`src/rtl/accum_seq_pkg.sv`:
```
// Shared definitions for the accumulation stage: state encodings and default widths.
package accum_seq_pkg;

    localparam int ACC_W_DEFAULT  = 6;
    localparam int DATA_W_DEFAULT = 4;
    localparam int CNT_W          = 4;

    typedef enum logic [1:0] {
        ST_IDLE  = 2'd0,
        ST_ACCUM = 2'd1,
        ST_HOLD  = 2'd2
    } state_e;

endpackage

```
`src/rtl/accum_adder.sv`:
```
// Combinational W-bit adder with carry-in and carry-out, shaped like the team's full adder.
module accum_adder #(
    parameter int W = 6
) (
    input  logic [W-1:0] a,
    input  logic [W-1:0] b,
    input  logic         cin,
    output logic [W-1:0] sum,
    output logic         cout
);

    logic [W:0] wide_sum;

    always_comb begin
        wide_sum = {1'b0, a} + {1'b0, b} + {{W{1'b0}}, cin};
        sum      = wide_sum[W-1:0];
        cout     = wide_sum[W];
    end

endmodule

```
`src/rtl/accum_seq.sv`:
```
// Burst accumulator: sums COUNT operands and presents the registered total with a sticky
// overflow flag on a valid/ready output.  Handshake: a beat moves on a rising edge where valid && ready.
module accum_seq
    import accum_seq_pkg::*;
#(
    parameter int WIDTH     = DATA_W_DEFAULT,
    parameter int ACC_WIDTH = ACC_W_DEFAULT,
    parameter int COUNT     = 4
) (
    input  logic                 clk,
    input  logic                 rst_n,
    input  logic                 clear,
    input  logic                 in_valid,
    output logic                 in_ready,
    input  logic [WIDTH-1:0]     in_data,
    output logic                 out_valid,
    input  logic                 out_ready,
    output logic [ACC_WIDTH-1:0] out_sum,
    output logic                 out_ovf,
    output logic                 busy,
    output logic [1:0]           dbg_state
);

    if (ACC_WIDTH < WIDTH || COUNT < 1 || COUNT > 15) begin : g_param_check
        $error("accum_seq: illegal parameters ACC_WIDTH=%0d WIDTH=%0d COUNT=%0d",
               ACC_WIDTH, WIDTH, COUNT);
    end

    localparam logic [CNT_W-1:0] COUNT_C = CNT_W'(COUNT);

    state_e               state_q, state_d;
    logic [ACC_WIDTH-1:0] acc_q, acc_d;
    logic [CNT_W-1:0]     cnt_q, cnt_d;
    logic                 ovf_q, ovf_d;

    logic                 accept;
    logic                 in_accum;
    logic [ACC_WIDTH-1:0] add_a;
    logic [ACC_WIDTH-1:0] add_b;
    logic [ACC_WIDTH-1:0] add_sum;
    logic                 add_cout;
    logic [CNT_W-1:0]     cnt_next;

    always_ff @(posedge clk or negedge rst_n) begin
        if (!rst_n) begin
            state_q <= ST_IDLE;
            acc_q   <= '0;
            cnt_q   <= '0;
            ovf_q   <= 1'b0;
        end else begin
            state_q <= state_d;
            acc_q   <= acc_d;
            cnt_q   <= cnt_d;
            ovf_q   <= ovf_d;
        end
    end

    // A burst start adds the operand to zero, so IDLE and ACCUM share the one adder.
    always_comb begin
        in_accum = (state_q == ST_ACCUM);
        accept   = in_valid && in_ready;
        add_a    = in_accum ? acc_q : '0;
        add_b    = '0;
        add_b[WIDTH-1:0] = in_data;
        cnt_next = in_accum ? (cnt_q + 4'd1) : 4'd1;
    end

    accum_adder #(
        .W(ACC_WIDTH)
    ) u_adder (
        .a    (add_a),
        .b    (add_b),
        .cin  (1'b0),
        .sum  (add_sum),
        .cout (add_cout)
    );

    always_comb begin
        state_d = state_q;
        if (clear) begin
            state_d = ST_IDLE;
        end else begin
            case (state_q)
                ST_IDLE, ST_ACCUM: begin
                    if (accept) begin
                        state_d = (cnt_next == COUNT_C) ? ST_HOLD : ST_ACCUM;
                    end
                end
                ST_HOLD: begin
                    if (out_ready) begin
                        state_d = ST_IDLE;
                    end
                end
                default: state_d = ST_IDLE;
            endcase
        end
    end

    always_comb begin
        acc_d = acc_q;
        cnt_d = cnt_q;
        ovf_d = ovf_q;
        if (clear) begin
            acc_d = '0;
            cnt_d = '0;
            ovf_d = 1'b0;
        end else begin
            case (state_q)
                ST_IDLE, ST_ACCUM: begin
                    if (accept) begin
                        acc_d = add_sum;
                        cnt_d = cnt_next;
                        ovf_d = (in_accum && ovf_q) || add_cout;
                    end
                end
                ST_HOLD: begin
                    if (out_ready) begin
                        cnt_d = '0;
                    end
                end
                default: begin
                    acc_d = '0;
                    cnt_d = '0;
                    ovf_d = 1'b0;
                end
            endcase
        end
    end

    // Outputs depend on registered state only, so nothing from in_* reaches out_* in one cycle.
    always_comb begin
        in_ready  = (state_q == ST_IDLE) || (state_q == ST_ACCUM);
        out_valid = (state_q == ST_HOLD);
        busy      = (state_q == ST_ACCUM) || (state_q == ST_HOLD);
        out_sum   = acc_q;
        out_ovf   = ovf_q;
        dbg_state = state_q;
    end

endmodule

```
`config.mk`:
```
export PLATFORM = sky130hd
export DESIGN_NAME = accum_seq
export DESIGN_NICKNAME = d
export VERILOG_FILES = /design/src/rtl/accum_seq_pkg.sv /design/src/rtl/accum_adder.sv /design/src/rtl/accum_seq.sv
export SDC_FILE = /design/constraint.sdc
export NUM_CORES = 1
export LEC_CHECK = 0
export ABC_AREA = 1
export CORE_MARGIN = 2
export CORE_UTILIZATION = 36
export CTS_CLUSTER_DIAMETER = 80
export DETAILED_ROUTE_END_ITERATION = 10
export GPL_TIMING_DRIVEN = 0
export PLACE_DENSITY = 0.59
export SLEW_MARGIN = 10
export SYNTH_ARGS = -nofsm -noshare
export SYNTH_HDL_FRONTEND = slang
export SYNTH_HIERARCHICAL = 1
export SYNTH_SLANG_ARGS = --single-unit
```
`constraint.sdc`:
```
create_clock -name clk -period 3.5 [get_ports clk]
set_input_delay 0.35 -clock clk [delete_from_list [all_inputs] [get_ports clk]]
set_output_delay 0.35 -clock clk [all_outputs]
set_load 0.05 [all_outputs]
```
==> results of run 1 <==
## cells by family after synthesis
| family | count (synthesis) | synth area share, % |
|---|---|---|
| compound gates | 15 | 7.56 |
| flops | 13 | 32.7 |
| other cells | 1 | 0.377 |
| simple gates | 66 | 29.8 |
| buf+inv | 28 | 11.5 |
| fa+ha+maj | 11 | 15.4 |
| xor+xnor | 3 | 2.65 |
## area by class of cell
cell class / instances / share of cell area (%)
multi-input cells: 98 / 44.4
flip-flops and latches: 13 / 25.7
repair buffers: 20 / 15.8
inverters: 26 / 7.71
well taps: 31 / 3.06
clock buffers: 4 / 2.08
plain buffers: 2 / 1.28
## flip-flops by register name, indices dropped and copies added (netlist names)
register	flops
out_sum	6
cnt_q	4
out_ovf	1
dbg_state	2
## placed cells by master (no fill, tap or decap), drive strengths merged
cell type,instances
clkdlybuf4s50,20
clkbuf,4
nor2,4
fa,2
dfrtp,13
buf,2
a21oi,3
conb,3
xnor2,2
nand4,1
inv,25
clkinv,1
xor2,1
nand3b,1
nand2,50
nand3,10
o21ai,12
ha,9
## path summary, 6_finish.rpt
check	end	slack, ns	cells past startpoint
min in group clk	out_ovf	0.52	2
worst max register to register	out_sum[4]	1.02	13
worst min register to register	out_ovf	0.52	2
max in group asynchronous	out_sum[0]	2.67	1
worst max-delay path	out_sum[4]	1.02	13
worst min-delay path	cnt_q[0]	0.44	1
## metal layers
metal | vias up | share of wire [%] | global-route usage, %
li1 | 469 | - | -
met4 | 0 | 1.2 | 4.08
met5 | - | 0 | 0
met2 | 16 | 47 | 23.8
met3 | 4 | 4.2 | 2.30
met1 | 377 | 47 | 15.6
## through the flow
step	total power, W	hold WS, ns
global placement	0.000326	0.497
global route	0.000444	0.497
detailed placement	0.000328	0.506
CTS	0.000423	0.470
floorplan	0.000277	0.0544
finish	0.000415	0.443
## where the power goes
part           switching [W]  internal [W]  leakage, nW  total (W)
Combinational      0.0000957     0.0000552        0.489   0.000151
Clock              0.0000478     0.0000442       0.0150  0.0000919
Sequential         0.0000107      0.000162        0.174   0.000172
## synth_stat cells
| cell | n |
|---|---|
| sky130_fd_sc_hd__a21oi_1 | 3 |
| sky130_fd_sc_hd__buf_2 | 1 |
| sky130_fd_sc_hd__buf_6 | 1 |
| sky130_fd_sc_hd__clkinv_1 | 1 |
| sky130_fd_sc_hd__conb_1 | 1 |
| sky130_fd_sc_hd__dfrtp_1 | 13 |
| sky130_fd_sc_hd__fa_1 | 2 |
| sky130_fd_sc_hd__ha_1 | 9 |
| sky130_fd_sc_hd__inv_1 | 25 |
| sky130_fd_sc_hd__nand2_1 | 48 |
| sky130_fd_sc_hd__nand2_4 | 2 |
| sky130_fd_sc_hd__nand3_1 | 9 |
| sky130_fd_sc_hd__nand3_2 | 1 |
| sky130_fd_sc_hd__nand3b_1 | 1 |
| sky130_fd_sc_hd__nand4_1 | 1 |
| sky130_fd_sc_hd__nor2_1 | 2 |
| sky130_fd_sc_hd__nor2_2 | 1 |
| sky130_fd_sc_hd__nor2_4 | 1 |
| sky130_fd_sc_hd__o21ai_0 | 10 |
| sky130_fd_sc_hd__o21ai_1 | 2 |
| sky130_fd_sc_hd__xnor2_1 | 2 |
| sky130_fd_sc_hd__xor2_1 | 1 |
## critical path, stage by stage, from the launching register on
cell and delay [ns]:
sky130_fd_sc_hd__dfrtp_1 0.41, sky130_fd_sc_hd__inv_1 0.09, sky130_fd_sc_hd__ha_1 0.21, sky130_fd_sc_hd__buf_2 0.25
sky130_fd_sc_hd__nand2_1 0.07, sky130_fd_sc_hd__inv_1 0.08, sky130_fd_sc_hd__fa_1 0.19, sky130_fd_sc_hd__inv_1 0.05
sky130_fd_sc_hd__fa_1 0.40, sky130_fd_sc_hd__nand3b_1 0.18, sky130_fd_sc_hd__nand2_1 0.11, sky130_fd_sc_hd__xor2_1 0.15
sky130_fd_sc_hd__nand2_1 0.06, sky130_fd_sc_hd__o21ai_0 0.15
==> reports/summary.md, run 1 <==
The first global-routing pass estimated 3.33 mm of wire. The DRC violations left is 0, and the number of cells upsized or downsized after cts is 0. At the pin with the least slew margin, the transition time is 0.588 ns. The smallest setup slack after layout was 1.02 ns; the routed length per placed instance was 9.86 um.

The number of hold-slack violations in the final timing report is 0, and the final cell area excluding filler cells is 0.00127 mm2. STA classifies the critical path endpoint as a flip-flop. Counting flops and latches in the post-synthesis netlist gives 13. The run gives 22 as the starting DRC count in detailed routing. In this run, placement finished with an instance count of 190. For the total wire length after detailed routing, the log shows 1.91 mm. The biggest area consumer among synthesized cells was sky130_fd_sc_hd__dfrtp_1. The share of layout cells above drive strength 1 was 6.13%; the post-CTS setup buffer count was 0. The run gives 47.1% as the utilization after layout. Counting distinct cell types in the post-synthesis netlist gives 22. The initial utilization of the core area, before any placement, comes to 37.0%.

The run finished with clean final reports. The clock sink count was 13. In the finished design, the share of the clock period the worst path needs comes to 70.8%. Number of buffers added to fix hold violations after cts: 0. The critical path is of the flip-flop to flip-flop type. The area of the placeable core is 0.00269 mm2. The worst path needs 2.48 ns of the cycle, external delays included.

The data arrival time at the worst-slack endpoint was 2.67 ns; the clock insertion delay at the later pin of the skew report was 0.27 ns. Measured along the x axis, the die boundary spans 56.5 um. During I/O placement, the number of pins put on the boundary was 21.

Data on the critical path is required at its endpoint by 3.70 ns. The floorplan die area was 0.00320 mm2; the area growth from synthesis to layout was 27.5%. The synthesized area per cell is 7.25 um2. The placement-stage cell area is 0.00124 mm2.

Excluding fillers, the count of instances in the completed layout stands at 194. The accumulated negative setup slack was 0 ns. After technology mapping, the gate count stands at 137.

The path class of the tightest hold or removal check is input pin to async pin. The logs give 993 um2 for the post-synthesis instance area and 0 for the total count of max-transition violations in the final report. For the number of diodes, the log shows 0. Port buffering added 20 buffers.

For this run the aggregate overflow at the end of global routing stands at 0. Counting the fill cells in the layout gives 273. The vias after detailed routing is 866. The multi-input combinational cells in the finished layout cover a total of 562 um2. The setup-violating endpoint count in the final report was 0; the maximum buffer depth of the clock tree was 2.

Max-cap violations in this run came to 0. Entering global routing, the biggest net connects 14 pins. The run gives 184 as the net total in the final layout.

Registers take 325 um2. TritonCTS built the clock tree. Yosys printed 6 warnings. The first TritonRoute pass finished after 4 iterations.

The startpoint class of the critical path is a flip-flop. The origin of the worst setup path is dbg_state[1]. Setup repair after global routing left no endpoint under its margin. Detailed placement finished with a half-perimeter wire length of 1.55 mm.

In this run the tightest slew margin relative to its limit is 60.6%. The remaining antenna violation count was 0; the CTS buffer count was 3. The reg-to-reg critical path startpoint was dbg_state[1]. The final weighted congestion in routability-driven placement is 0.745.

Global routing consumed, over all layers together, 13.1% of the routing resources. The leakage power was 0.678 nW; the worst setup timing slack at the placement stage was 0.995 ns. For the number of levels in the clock H-tree, the log shows 1.

After detailed routing, the number of vias per cell comes to 4.46. The via count of the first global-routing pass was 835; the overall die height was 56.5 um. After synthesis, flip-flops and latches occupy 32.7% of the total area.

IR analysis of the VDD net gives a maximum drop of 166 uV. The number of antenna violations at the first check in global routing is 0. The synthesized design devotes to its leading area cell type 32.7% of total area. Clock tree synthesis selected as its root buffer the cell sky130_fd_sc_hd__clkbuf_4. The clock-pin transition on the worst setup and hold timing paths is 0.08 ns, and the number of core rows is 19.

The clock arrives with 0.00367 ns of skew. By area the synthesized netlist is led by sky130_fd_sc_hd__dfrtp_1 (33%), sky130_fd_sc_hd__nand2_1 (18%), sky130_fd_sc_hd__ha_1 (11%). Static timing analysis puts the maximum clock frequency at 404 MHz. In this run the power density over the cells is 328 mW/mm2. Highest fanout seen on the critical path: 10.
No activity file was read; power rests on OpenSTA's default activity.
==> run 2, diff against run 1 <==
clock period = 2.35 ns   (was 3.5 ns; I/O delays follow)
==> run 2 against run 1 <==
Sequential share of layout area down 0.67 points. Design area is 3.5% higher. Sequential cell count unchanged. Hold slack got worse by 0.11 ns. Critical path depth is 7 lower. Register-to-register slack worse by 0.87 ns. Clock-buffer cell count unchanged.
==> reports/summary.md, run 2 (same netlist as run 1, synthesis figures left out) <==
The run finished with clean final reports. For the net total in the final layout, the log shows 186 (was 184). The run gives 16.0% (was 15.6%) as the routing usage on met1.

The number of antenna violations at the first check in global routing was 0 (unchanged). The total global routing track utilization is 13.9% (was 13.1%). The type of the most critical hold path is input pin to async pin (unchanged). The count of input and output buffers was 20 (unchanged); the HPWL reported at the end of detailed placement was 1.65 mm (was 1.55 mm). The run gives 0 (unchanged) as the total count of max-transition violations in the final report.

The final worst clock skew was 0.00399 ns (was 0.00367 ns). Critical path capture point type: an output port (was a flip-flop). The clock sink count is 13 (unchanged), and the total wire length after detailed routing is 2.10 mm (was 1.91 mm). After layout, the worst path uses 94.0% of the clock period. The transition time at the pin with the least slew margin was 0.586 ns (was 0.588 ns); the number of buffers added to fix hold violations after cts was 0 (unchanged). The vias after detailed routing is 910 (was 866), and the total design power is 0.000631 W (was 0.000415 W).

The run gives 0.27 ns (about the same) as the clock insertion delay at the later pin of the skew report. The run gives 0.743 (was 0.745) as the final weighted congestion in routability-driven placement. The run gives 0 (unchanged) as the number of hold-slack violations in the final timing report. The global routing met2 resource utilization came out at 26.4% (was 23.8%). The met3 routing resource usage after global routing was 3.23% (was 2.30%).

Number of core rows: 19 (unchanged). The delay of the slowest cell on the worst path works out to 0.79 ns (was 0.41 ns). The tools report the placement-stage cell area as 0.00125 mm2 (was 0.00124 mm2). Critical path cell sequence: buf_4, inv_1, ha_1, nor2_2, inv_1, clkdlybuf4s50_1 (was inv_1, ha_1, buf_2, nand2_1, inv_1, fa_1, inv_1, fa_1, nand3b_1, nand2_1, xor2_1, nand2_1, o21ai_0). The library cell contributing the largest single delay on the critical path is sky130_fd_sc_hd__clkdlybuf4s50_1 (was sky130_fd_sc_hd__dfrtp_1). The relative max-transition margin was 60.8% (was 60.6%); the area growth from synthesis to layout was 31.9% (was 27.5%).

The maximum number of pins on one net before global-route repair came out at 14 (unchanged). The logs give 3 (unchanged) for the CTS buffer count and 0.00320 mm2 (unchanged) for the floorplan die area. Critical path's top delay family: buffers and inverters (was adder cells).

The tools report the required time of the worst setup path as 2.12 ns (was 3.70 ns). Most common cell after layout, fill and taps aside: sky130_fd_sc_hd__nand2_1 (unchanged). The flip-flop count of the largest register after layout works out to 6 (unchanged). The via density per instance is 4.64 (was 4.46), and the minimum clock period after layout is 2.21 ns. The worst setup timing slack at the placement stage came out at -0.0568 ns (was 0.995 ns).

The routed length per placed instance came out at 10.7 um (was 9.86 um). The dominant cell type by count on the critical path was sky130_fd_sc_hd__inv_1. The logs give 6 (was 4) for the iteration count of the initial detailed-routing pass and 0.686 nW (was 0.678 nW) for the leakage power. The share of layout cells above drive strength 1 came out at 12.1% (was 6.13%). The die width is 56.5 um (unchanged). Area of the placeable core: 0.00269 mm2 (unchanged).

TritonCTS built the clock tree. The via count of the first global-routing pass was 878 (was 835). The number of levels in the clock H-tree was 1 (unchanged). The tools report the residual overflow from global routing as 0 (unchanged).

The logs give 256 uV (was 166 uV) for the worst ir drop on vdd and 0 (unchanged) for the setup-violating endpoint count in the final report. The initial standard-cell utilization of the core came out at 37.0% (unchanged). The root cell of the clock tree was sky130_fd_sc_hd__clkbuf_4 (unchanged).

The startpoint class of the critical path is a flip-flop (unchanged). The overall die height is 56.5 um (unchanged). The upper clock frequency limit was 453 MHz. For the starting DRC count in detailed routing, the log shows 15 (was 22). The tools report the smallest setup slack after layout as 0.141 ns (was 1.02 ns). The reg-to-reg critical path startpoint was dbg_state[1] (unchanged). Wire length of the first global-routing pass: 3.59 mm (was 3.33 mm). The count of buffering cells on the critical path with inverters included is 4 (unchanged). Category of the most critical setup path: flip-flop to output port (was flip-flop to flip-flop). The busiest layer in global routing is met2 (unchanged). The clock-pin transition on the worst setup and hold timing paths is 0.08 ns (about the same). The tools report the remaining antenna violation count as 0 (unchanged). The number of ports placed on the die boundary came out at 21 (unchanged).

The total power divided by cell area is 482 mW/mm2 (was 328 mW/mm2). Number of diodes: 0 (unchanged). The DRC violations left was 0 (unchanged); the highest fanout seen on the critical path was 3 (was 10).

The run gives 0.00131 mm2 (was 0.00127 mm2) as the final cell area excluding filler cells. The origin of the worst setup path was dbg_state[0] (was dbg_state[1]). The data arrival time at the worst-slack endpoint is 1.97 ns (was 2.67 ns), and the maximum buffer depth of the clock tree is 2 (unchanged). The tools report the number of max-cap violations as 0 (unchanged). Most used cells in the layout excluding fill and tap cells: sky130_fd_sc_hd__nand2_1 (47), sky130_fd_sc_hd__inv_1 (23), sky130_fd_sc_hd__clkdlybuf4s50_1 (20), sky130_fd_sc_hd__dfrtp_1 (11), sky130_fd_sc_hd__nand3_1 (9) (was sky130_fd_sc_hd__nand2_1 (48), sky130_fd_sc_hd__inv_1 (25), sky130_fd_sc_hd__clkdlybuf4s50_1 (20), sky130_fd_sc_hd__dfrtp_1 (13), sky130_fd_sc_hd__o21ai_0 (10)).
## run 2: cell count changes in the layout (fill, tap and decap cells not counted), sizes merged
cell  delta
buf      +2
## run 2: per-layer routing
metal | part of all wire (%) | wire [um] | vias to the layer above
met1 | 43 | 899 | 421
met4 | 0.19 | 4 | 0
li1 | - | - | 471
met2 | 52 | 1100 | 16
met3 | 4.4 | 93 | 2
met5 | 0 | 0 | -
## run 2: worst register-to-register path, cell delays in order (launching register included)
cell	delay (ns)
sky130_fd_sc_hd__dfrtp_2	0.43
sky130_fd_sc_hd__inv_2	0.08
sky130_fd_sc_hd__ha_4	0.15
sky130_fd_sc_hd__buf_6	0.10
sky130_fd_sc_hd__nand2_1	0.05
sky130_fd_sc_hd__inv_1	0.08
sky130_fd_sc_hd__fa_2	0.22
sky130_fd_sc_hd__inv_2	0.04
sky130_fd_sc_hd__fa_2	0.36
sky130_fd_sc_hd__nand3b_1	0.19
sky130_fd_sc_hd__nand2_2	0.09
sky130_fd_sc_hd__xor2_1	0.14
sky130_fd_sc_hd__nand2_1	0.06
sky130_fd_sc_hd__o21ai_1	0.13
## run 2: area by class of cell
class,instances,area [um2]
inverter,26,97.6
buffer,2,22.5
sequential,13,328
fill,277,1380
multi-input combinational,98,582
timing repair buffer,22,215
tap,31,38.8
clock buffer,4,26.3
## run 2: power breakdown
group	leakage [nW]	switching (W)	internal (W)
registers	0.171	0.0000159	0.000241
clock network	0.0150	0.0000690	0.0000656
logic	0.500	0.000149	0.0000908
total	0.686	0.000234	0.000398
## run 2: worst paths after layout
path / slack (ns) / endpoint / cells after the start
min in group clk: 0.53 / cnt_q[3] / 2
min reg2reg: 0.53 / cnt_q[3] / 2
max reg2reg: 0.15 / out_sum[4] / 13
min: 0.33 / cnt_q[0] / 1
max: 0.14 / in_ready / 6
max in group asynchronous: 1.60 / dbg_state[0] / 1
## run 2: repair_timing
item | CTS | global route
pin swaps | 0 | 1
buffers inserted | 1 | 1
resized for setup | 1 | 8
hold endpoints to repair | 0 | 0
gates cloned | 0 | 0
endpoints found under the setup margin | 2 | 2
## run 2: stage by stage
| step | cells | setup TNS [ns] | util (%) | hold slack [ns] |
|---|---|---|---|---|
| 5_1_grt | 196 | -0.00169 | 48.8 | 0.391 |
| 6_report | 196 | 0 | 48.8 | 0.334 |
| 3_5_place_dp | 190 | -0.112 | 46.4 | 0.498 |
| 2_1_floorplan | 139 | 0 | - | -0.0606 |
| 3_3_place_gp | 190 | -0.0496 | 46.4 | 0.497 |
| 4_1_cts | 195 | 0 | 47.8 | 0.359 |
